## config.mk

```make
export PLATFORM = sky130hd
export DESIGN_NAME = boot_loader_flat
export DESIGN_NICKNAME = d
export VERILOG_FILES = /design/src/rtl/boot_loader_pkg.sv /design/src/rtl/boot_loader_if.sv /design/src/rtl/boot_loader_byte_assembler.sv /design/src/rtl/boot_loader.sv /design/src/flat_wrapper.sv
export SDC_FILE = /design/constraint.sdc
export NUM_CORES = 1
export LEC_CHECK = 0
export ABC_CLOCK_PERIOD_IN_PS = 3100
export BUFFER_PORTS_ARGS = -buffer_cell sky130_fd_sc_hd__buf_2
export CORE_MARGIN = 2
export CORE_UTILIZATION = 51
export DETAILED_ROUTE_END_ITERATION = 7
export HOLD_SLACK_MARGIN = 0.05
export PLACE_DENSITY = 0.72
export SLEW_MARGIN = 20
export SYNTH_ARGS = -nofsm -noshare
export SYNTH_HDL_FRONTEND = slang
export SYNTH_SLANG_ARGS = --single-unit
```

## constraint.sdc

```tcl
create_clock -name CLK -period 3.1 [get_ports CLK]
set_clock_uncertainty 0.05 [all_clocks]
set_input_delay 0.31 -clock CLK [delete_from_list [all_inputs] [get_ports CLK]]
set_output_delay 0.31 -clock CLK [all_outputs]
set_load 0.05 [all_outputs]
```

## src/rtl/boot_loader_pkg.sv

```systemverilog
// Shared definitions for the boot loader: FSM state encoding, byte-count
// constants and the little-endian byte insertion helper.
package boot_pkg;

  typedef enum logic [2:0] {
    LEN_REQ = 3'd0,
    LEN_CAP = 3'd1,
    DAT_REQ = 3'd2,
    DAT_CAP = 3'd3,
    WRITE   = 3'd4,
    DONE    = 3'd5,
    ERR     = 3'd6
  } boot_state_e;

  localparam int LEN_BYTES  = 4;
  localparam int WORD_BYTES = 4;

  function automatic logic [31:0] insert_byte(
    input logic [31:0] word,
    input logic [1:0]  idx,
    input logic [7:0]  data
  );
    logic [31:0] res;
    res = word;
    res[{idx, 3'b000} +: 8] = data;
    return res;
  endfunction

endpackage

```

## src/rtl/boot_loader_if.sv

```systemverilog
// Bus bundle between the boot loader, the RX FIFO read port and the imem
// write port.
interface boot_loader_if #(
  parameter int ADDR_W = 12
) ();

  logic              Empty;
  logic [7:0]        fifo_data_out;
  logic              RE_fifo;
  logic              imem_we;
  logic [ADDR_W-1:0] imem_addr;
  logic [31:0]       imem_wdata;

  modport master (
    input  Empty,
    input  fifo_data_out,
    output RE_fifo,
    output imem_we,
    output imem_addr,
    output imem_wdata
  );

  modport slave (
    output Empty,
    output fifo_data_out,
    input  RE_fifo,
    input  imem_we,
    input  imem_addr,
    input  imem_wdata
  );

endinterface

```

## src/rtl/boot_loader_byte_assembler.sv

```systemverilog
// Four-byte little-endian assembly register. o_word_next previews the word
// with the current byte inserted so the owner can act on the final byte.
module byte_assembler
  import boot_pkg::*;
(
  input  logic        CLK,
  input  logic        RST_N,
  input  logic        i_load,
  input  logic [7:0]  i_byte,
  output logic [31:0] o_word_next,
  output logic        o_full
);

  localparam logic [1:0] LAST_IDX = 2'(WORD_BYTES - 1);

  logic [31:0] r_word;
  logic [1:0]  r_bc;

  assign o_word_next = insert_byte(r_word, r_bc, i_byte);
  assign o_full      = (r_bc == LAST_IDX);

  // Byte insertion; the 2-bit counter wraps so each phase starts at byte 0.
  always_ff @(posedge CLK) begin
    if (!RST_N) begin
      r_word <= 32'd0;
      r_bc   <= 2'd0;
    end else if (i_load) begin
      r_word <= o_word_next;
      r_bc   <= r_bc + 2'd1;
    end
  end

endmodule

```

## src/rtl/boot_loader.sv

```systemverilog
// One-shot loader: reads a length-prefixed little-endian image from the RX
// FIFO into imem, holding the core in reset until the last word is written.
module boot_loader
  import boot_pkg::*;
#(
  parameter int                ADDR_W    = 12,
  parameter logic [ADDR_W-1:0] BASE_ADDR = {ADDR_W{1'b0}}
) (
  input  logic          CLK,
  input  logic          RST_N,
  boot_loader_if.master bus,
  output logic          core_rst_n,
  output logic          boot_done,
  output logic          boot_err
);

  localparam logic [32:0] CAPACITY = 33'd1 << ADDR_W;

  boot_state_e       r_state;
  logic [31:0]       r_len;
  logic [ADDR_W:0]   r_wcnt;
  logic              r_imem_we;
  logic [ADDR_W-1:0] r_imem_addr;
  logic [31:0]       r_imem_wdata;
  logic              r_core_rst_n;
  logic              r_boot_done;
  logic              r_boot_err;

  logic              w_req;
  logic              w_load;
  logic              w_full;
  logic [31:0]       w_word_next;
  logic [ADDR_W:0]   w_wcnt_inc;
  logic [32:0]       w_len_ext;

  // The FIFO returns data one cycle after the request, so the read enable
  // must follow Empty within the request cycle itself.
  assign w_req      = ((r_state == LEN_REQ) || (r_state == DAT_REQ)) && !bus.Empty;
  assign w_load     = (r_state == LEN_CAP) || (r_state == DAT_CAP);
  assign w_wcnt_inc = r_wcnt + {{ADDR_W{1'b0}}, 1'b1};
  assign w_len_ext  = {1'b0, w_word_next};

  assign bus.RE_fifo    = w_req;
  assign bus.imem_we    = r_imem_we;
  assign bus.imem_addr  = r_imem_addr;
  assign bus.imem_wdata = r_imem_wdata;
  assign core_rst_n     = r_core_rst_n;
  assign boot_done      = r_boot_done;
  assign boot_err       = r_boot_err;

  byte_assembler u_asm (
    .CLK         (CLK),
    .RST_N       (RST_N),
    .i_load      (w_load),
    .i_byte      (bus.fifo_data_out),
    .o_word_next (w_word_next),
    .o_full      (w_full)
  );

  // Load sequencer with registered strobes and status.
  always_ff @(posedge CLK) begin
    if (!RST_N) begin
      r_state      <= LEN_REQ;
      r_len        <= 32'd0;
      r_wcnt       <= {(ADDR_W+1){1'b0}};
      r_imem_we    <= 1'b0;
      r_imem_addr  <= BASE_ADDR;
      r_imem_wdata <= 32'd0;
      r_core_rst_n <= 1'b0;
      r_boot_done  <= 1'b0;
      r_boot_err   <= 1'b0;
    end else begin
      r_imem_we <= 1'b0;
      case (r_state)
        LEN_REQ: begin
          if (w_req) begin
            r_state <= LEN_CAP;
          end else begin
            r_state <= LEN_REQ;
          end
        end
        LEN_CAP: begin
          if (w_full) begin
            r_len <= w_word_next;
            if (w_word_next == 32'd0) begin
              r_state      <= DONE;
              r_boot_done  <= 1'b1;
              r_core_rst_n <= 1'b1;
            end else if (w_len_ext > CAPACITY) begin
              r_state    <= ERR;
              r_boot_err <= 1'b1;
            end else begin
              r_state <= DAT_REQ;
            end
          end else begin
            r_state <= LEN_REQ;
          end
        end
        DAT_REQ: begin
          if (w_req) begin
            r_state <= DAT_CAP;
          end else begin
            r_state <= DAT_REQ;
          end
        end
        DAT_CAP: begin
          if (w_full) begin
            r_state      <= WRITE;
            r_imem_we    <= 1'b1;
            r_imem_addr  <= BASE_ADDR + r_wcnt[ADDR_W-1:0];
            r_imem_wdata <= w_word_next;
          end else begin
            r_state <= DAT_REQ;
          end
        end
        WRITE: begin
          r_wcnt <= w_wcnt_inc;
          // Counter is one bit wider than the address so a full image ends cleanly.
          if (32'(w_wcnt_inc) == r_len) begin
            r_state      <= DONE;
            r_boot_done  <= 1'b1;
            r_core_rst_n <= 1'b1;
          end else begin
            r_state <= DAT_REQ;
          end
        end
        DONE: begin
          r_state <= DONE;
        end
        ERR: begin
          r_state <= ERR;
        end
        default: begin
          r_state      <= ERR;
          r_boot_err   <= 1'b1;
          r_boot_done  <= 1'b0;
          r_core_rst_n <= 1'b0;
        end
      endcase
    end
  end

endmodule

```

## src/flat_wrapper.sv

```systemverilog
// flat-port wrapper written by rule: the top's interface ports become plain ports
module boot_loader_flat import boot_pkg::*;
#(
  parameter int                ADDR_W    = 12,
  parameter logic [ADDR_W-1:0] BASE_ADDR = {ADDR_W{1'b0}}
)
  (CLK, RST_N, core_rst_n, boot_done, boot_err, bus_Empty, bus_fifo_data_out, bus_RE_fifo, bus_imem_we, bus_imem_addr, bus_imem_wdata);
  boot_loader_if #(.ADDR_W(ADDR_W)) bus_i ();
  input  logic CLK;
  input  logic RST_N;
  output logic core_rst_n;
  output logic boot_done;
  output logic boot_err;
  input wire logic [$bits(bus_i.Empty)-1:0] bus_Empty;
  input wire logic [$bits(bus_i.fifo_data_out)-1:0] bus_fifo_data_out;
  output wire logic [$bits(bus_i.RE_fifo)-1:0] bus_RE_fifo;
  output wire logic [$bits(bus_i.imem_we)-1:0] bus_imem_we;
  output wire logic [$bits(bus_i.imem_addr)-1:0] bus_imem_addr;
  output wire logic [$bits(bus_i.imem_wdata)-1:0] bus_imem_wdata;
  assign bus_i.Empty = bus_Empty;
  assign bus_i.fifo_data_out = bus_fifo_data_out;
  assign bus_RE_fifo = bus_i.RE_fifo;
  assign bus_imem_we = bus_i.imem_we;
  assign bus_imem_addr = bus_i.imem_addr;
  assign bus_imem_wdata = bus_i.imem_wdata;
  boot_loader #(.ADDR_W(ADDR_W), .BASE_ADDR(BASE_ADDR)) u_core (.CLK(CLK), .RST_N(RST_N), .bus(bus_i), .core_rst_n(core_rst_n), .boot_done(boot_done), .boot_err(boot_err));
endmodule
```

# Word level (Yosys, flattened, before mapping)
# Cells that the tools add are included.
# totals
reg_bits	129
out_inout_bits	49
# classes
n_addsub	3
n_lt_le_gt_ge	1
n_eq_ne	13
shifts	2
n_mux	18
n_bitwise	2
reduce_logical	13
# ops
cell	n
bitwise mux 32 bit	1
equality test 13 x 32 -> 1 bit	1
> comparator 32 x 13 -> 1 bit (second input constant)	1
zero test 32 bit	1
variable shift 8 x 7 -> 32 bit (first input constant)	1
variable part select 8 x 7 -> 32 bit	1
one-hot mux 3 bit (6 select lines)	1
2-to-1 mux 3 bit	5
adder 13 x 1 -> 13 bit (second input constant)	1
equality test 3 bit (second input constant)	3
2-to-1 mux 1 bit	9
!= test 2 bit (second input constant)	4
AND reduction 4 bit	2
negator 5 -> 7 bit	1
equality test 3 x 2 -> 1 bit (second input constant)	2
AND reduction 2 bit	3
OR reduction 6 bit	1
OR reduction 5 bit	1
equality test 3 x 1 -> 1 bit (second input constant)	1
zero test 3 bit	1
one-hot mux 1 bit (3 select lines)	1
adder 2 x 1 -> 2 bit (second input constant)	1
equality test 2 bit (second input constant)	1
logical OR 1 bit	2
other kinds (5)	6

# Longest topological paths before layout
# depth
ltp_word	8
depth_mapped	9
ltp_nobuf	8

# By module
# Synthesis repeated with hierarchy kept, for this count alone.
# unflattened
hier_cells	687
area_unflattened_um2	6033.3
# modules_own_cells
mod	n_inst	cells_each	area_each_um2	seq_area_each_um2
boot_loader	1	519	4252.8	1901.8
byte_assembler	1	168	1780.5	680.7

# Worst setup path after synthesis
# No wires, ideal clock.
# synth_path
path_type	register to register
from	register u_core.u_asm.r_bc[0]
to	register u_core.r_core_rst_n (netlist: u_core.core_rst_n)
setup_time_ps	91
arrival_ps	2499
required_time_ps	2959
path_slack_ps	460
path_stages_with_launch	10
path_buffers	1
period_less_slack_ps	2640
path_cell_list	dfxtp_1 -> inv_1 -> ha_1 -> nor2b_1 -> buf_2 -> a31oi_1 -> o2111ai_1 -> or4_4 -> o211a_1 -> a311oi_1
# synth_via
elab_chain_cells	6
# synth_lines
item	line_no	source
start: declaration	boot_loader_byte_assembler.sv:17	logic [1:0] r_bc;
start signal: assignment	boot_loader_byte_assembler.sv:29	r_bc <= r_bc + 2'd1;
negator 5 -> 7 bit	boot_loader_pkg.sv:25	res[{idx, 3'b000} +: 8] = data;
variable part select 8 x 7 -> 32 bit / variable shift 8 x 7 -> 32 bit (equally long branches)	boot_loader_pkg.sv:25	
bitwise mux 32 bit	boot_loader_pkg.sv:25	
zero test 32 bit	boot_loader.sv:85	if (w_word_next == 32'd0) begin
!= test 2 bit (no line)	n/a	
AND reduction 4 bit (no line) (*)	n/a	
end signal: assignment	boot_loader.sv:69	r_core_rst_n <= 1'b0;
end signal: assignment	boot_loader.sv:88	r_core_rst_n <= 1'b1;
end signal: assignment	boot_loader.sv:122	r_core_rst_n <= 1'b1;
end: declaration	boot_loader.sv:25	logic r_core_rst_n;
# Every way passes the cells marked *; elsewhere a longest branch is shown, timed or not.
# A chain may end at the register's enable or synchronous reset.

# Worst setup path after layout
# Same ends and word-level chain as after synthesis.

==> results.sh <==
export IMPL_cts_clk_slew_worst_paths_ns=0.06
export IMPL_path_class="reg2reg"
export IMPL_hp_start="RST_N"
export IMPL_post_dp_hpwl_um=10300
export IMPL_wl_per_cell_um=16.8
export IMPL_start_util_pct=51.6
export IMPL_worstSkewPairLatency_ns=0.41
export IMPL_reg2reg_from="u_core.u_asm.r_bc[0]$_SDFFE_PN0P_"
export IMPL_drc_errors=0
export IMPL_pre_cts_slack_ns=0.305
export IMPL_ir_worst_vdd_mv=0.299
export IMPL_nNetsFinal=734
export IMPL_ys_warn_count=0
export IMPL_worstPathArrival_ns=3.14
export IMPL_grt_overflow=0
export IMPL_htreeDepth=4
export IMPL_worst_slew_pin_slew_ns=0.794
export IMPL_finalSetupTns_ns=0
export IMPL_ant_nets=0
export IMPL_rows=39
export IMPL_synthDistinctLibCells=64
export IMPL_drtIter0Drc=356
export IMPL_die_h_um=111
export IMPL_synth_top_cell_by_area="dfxtp_1"
export IMPL_period_minus_slack_ns=2.88
export IMPL_grt_max_degree=68
export IMPL_synth_top_area_share_pct=44.2
export IMPL_worst_path_max_fanout=19
export IMPL_root_buffer="clkbuf_16"
export IMPL_fin_ws_ns=0.224
export IMPL_fin_util_pct=59.8
export IMPL_synth_nets=706
export IMPL_final_hold_viol_count=0
export IMPL_setup_viol=0
export IMPL_status="finished, final reports clean"
export IMPL_yosysMostFrequentCell="dfxtp_1"
export IMPL_slowest_delay_ns=0.54
export IMPL_cts_tree="yes"
export IMPL_rsz0062_at_grt="no"
export IMPL_synth_edf_count=0
export IMPL_die_area_um2=12300
export IMPL_grt_pass1_wl_um=24100
export IMPL_slew_headroom_pct=46.6
export IMPL_cts_buffers=17
export IMPL_startpoint="u_core.u_asm.r_bc[0]$_SDFFE_PN0P_"
export IMPL_nFillCells=1003
export IMPL_clock_sinks=129
export IMPL_hold_path_class="in2reg"
export IMPL_slew_violations=0
export IMPL_path_cells="buf_4 > ha_1 > nor2b_1 > a31oi_1 > o2111ai_1 > or4_4 > o211a_1 > a311oi_1"
export IMPL_via_per_inst=5.84
export IMPL_drive_above_1_share_pct=16.0
export IMPL_chipWidth_um=111
export IMPL_synthFlopType="dfxtp_1"
export IMPL_cp_num_buf_inv=1
export IMPL_crit_path_start_kind="flip-flop"
export IMPL_syn_area_um2=5840
export IMPL_synth_common_cells="dfxtp_1, nor2_1, a211oi_1, nor2b_1, nand2_1"
export IMPL_ys_async_sr_fraction_pct=0
export IMPL_yosys_register_bits=129
export IMPL_cts_buffer_depth=2
export IMPL_netlist_instances=688
export IMPL_antenna_cells=0
export IMPL_dr_pass1_iters=5
export IMPL_grt_pass1_vias=4590
export IMPL_synth_area_leaders="dfxtp_1, a211oi_1, nor2_1"
export IMPL_port_buffers=59
export IMPL_syn_to_final_growth_pct=15.9
export IMPL_ff2ff_setup_slack_ns=0.22
export IMPL_crit_required_ns=3.37
export IMPL_fin_crit_sh_pct=92.8
export IMPL_synth_seq_area_share_pct=44.2
export IMPL_power_density_nw_per_um2=605
export IMPL_drt_total_wl_um=14600
export IMPL_postSynthAreaPerCell_um2=8.49
export IMPL_end_kind="flip-flop"
export IMPL_grt_antenna_before_repair=0
export IMPL_routabilityCongestion=0.933
export IMPL_critPathSlowestCell="ha_1"
export IMPL_io_pins=60
export IMPL_cts_setup_buffers=0
export IMPL_cts_hold_buf=0
export IMPL_vias=5090
export IMPL_fp_coreArea_um2=11300
export IMPL_timing_fmax_mhz=348
export IMPL_max_cap_violations=0
export IMPL_grt_use_total_pct=24.2
export IMPL_crit_family="compound AO/OA/AOI/OAI gates"
export IMPL_cts_resized=0
export IMPL_cellLeakagePower_nw=2.45
==> kinds of logic after synthesis <==
logic type               after synthesis  synth area share, %
buffers and inverters                 70                 5.31
adder cells (fa/ha/maj)                7                 1.50
XOR/XNOR                              23                 3.45
AO/OA/AOI/OAI                        186                 22.7
AND/OR/NAND/NOR                      271                 22.5
multiplexers                           2                0.343
flip-flops                           129                 44.2
==> registers in the layout, indices dropped and copies added, names as in the netlist <==
signal / cells
u_core.core_rst_n: 1
u_core.bus.imem_we: 1
u_core.bus.imem_addr: 12
u_core.bus.imem_wdata: 32
u_core.r_len: 32
u_core.u_asm.r_bc: 2
u_core.r_state: 3
u_core.u_asm.r_word: 32
u_core.boot_err: 1
u_core.r_wcnt: 13
==> worst reg2reg max path: stages (launching register included) <==
cell	delay (ns)
dfxtp_1	0.36
buf_4	0.17
ha_1	0.55
nor2b_1	0.11
a31oi_1	0.41
o2111ai_1	0.19
or4_4	0.48
o211a_1	0.24
a311oi_1	0.21
==> final cells by class <==
type                       instances  area (um^2)  share of cell area (%)
multi-input combinational        489         2970                    43.8
clock buffer                      20          457                    6.74
tap                              143          179                    2.64
inverter                           8         31.3                   0.462
clock inverter                    12          156                    2.31
sequential                       129         2580                    38.1
timing repair buffer              71          398                    5.88
==> metrics by stage <==
stage                     hold slack [ns]  power [mW]  instance area, um^2  cells
final                               0.181        4.10                 6770    872
after floorplan                     0.420        1.97                 5840    688
after CTS                           0.160        4.11                 6770    872
after detailed placement            0.395        2.07                 6160    840
after global routing                0.190        4.24                 6770    872
after global placement              0.391        2.06                 6160    840
==> worst paths after layout <==
kind | to | cells past startpoint
worst max-delay path | u_core.core_rst_n$_SDFFE_PN0P_ | 8
worst min-delay path | u_core.core_rst_n$_SDFFE_PN0P_ | 3
worst max register to register | u_core.core_rst_n$_SDFFE_PN0P_ | 8
worst min register to register | u_core.bus.imem_addr[6]$_SDFFE_PN0P_ | 2
==> power breakdown <==
part	switching (mW)	leakage [nW]	internal, mW	total, mW
Clock	0.747	0.289	1.31	2.06
Sequential	0.0261	1.04	1.69	1.72
Combinational	0.215	1.12	0.110	0.325
==> cells in the final DEF, fill, tap and decap left out, types with 11 or more instances in the layout <==
cell	count
buf_4	11
dfxtp_1	129
nor2_1	122
a31oi_1	25
nand2_1	40
xnor2_1	11
a211oi_1	95
buf_2	59
clkbuf_16	17
nand3_1	11
xor2_1	12
a21oi_1	28
nor2b_1	43
==> metal layers <==
layer	global-route usage [%]	vias to the layer above	share of wire (%)
met2	35.8	178	44
met5	0	-	0
met4	7.90	0	0.90
li1	-	2525	-
met3	6.34	12	6.5
met1	34.7	2375	48
No activity file was read; power rests on OpenSTA's default activity.
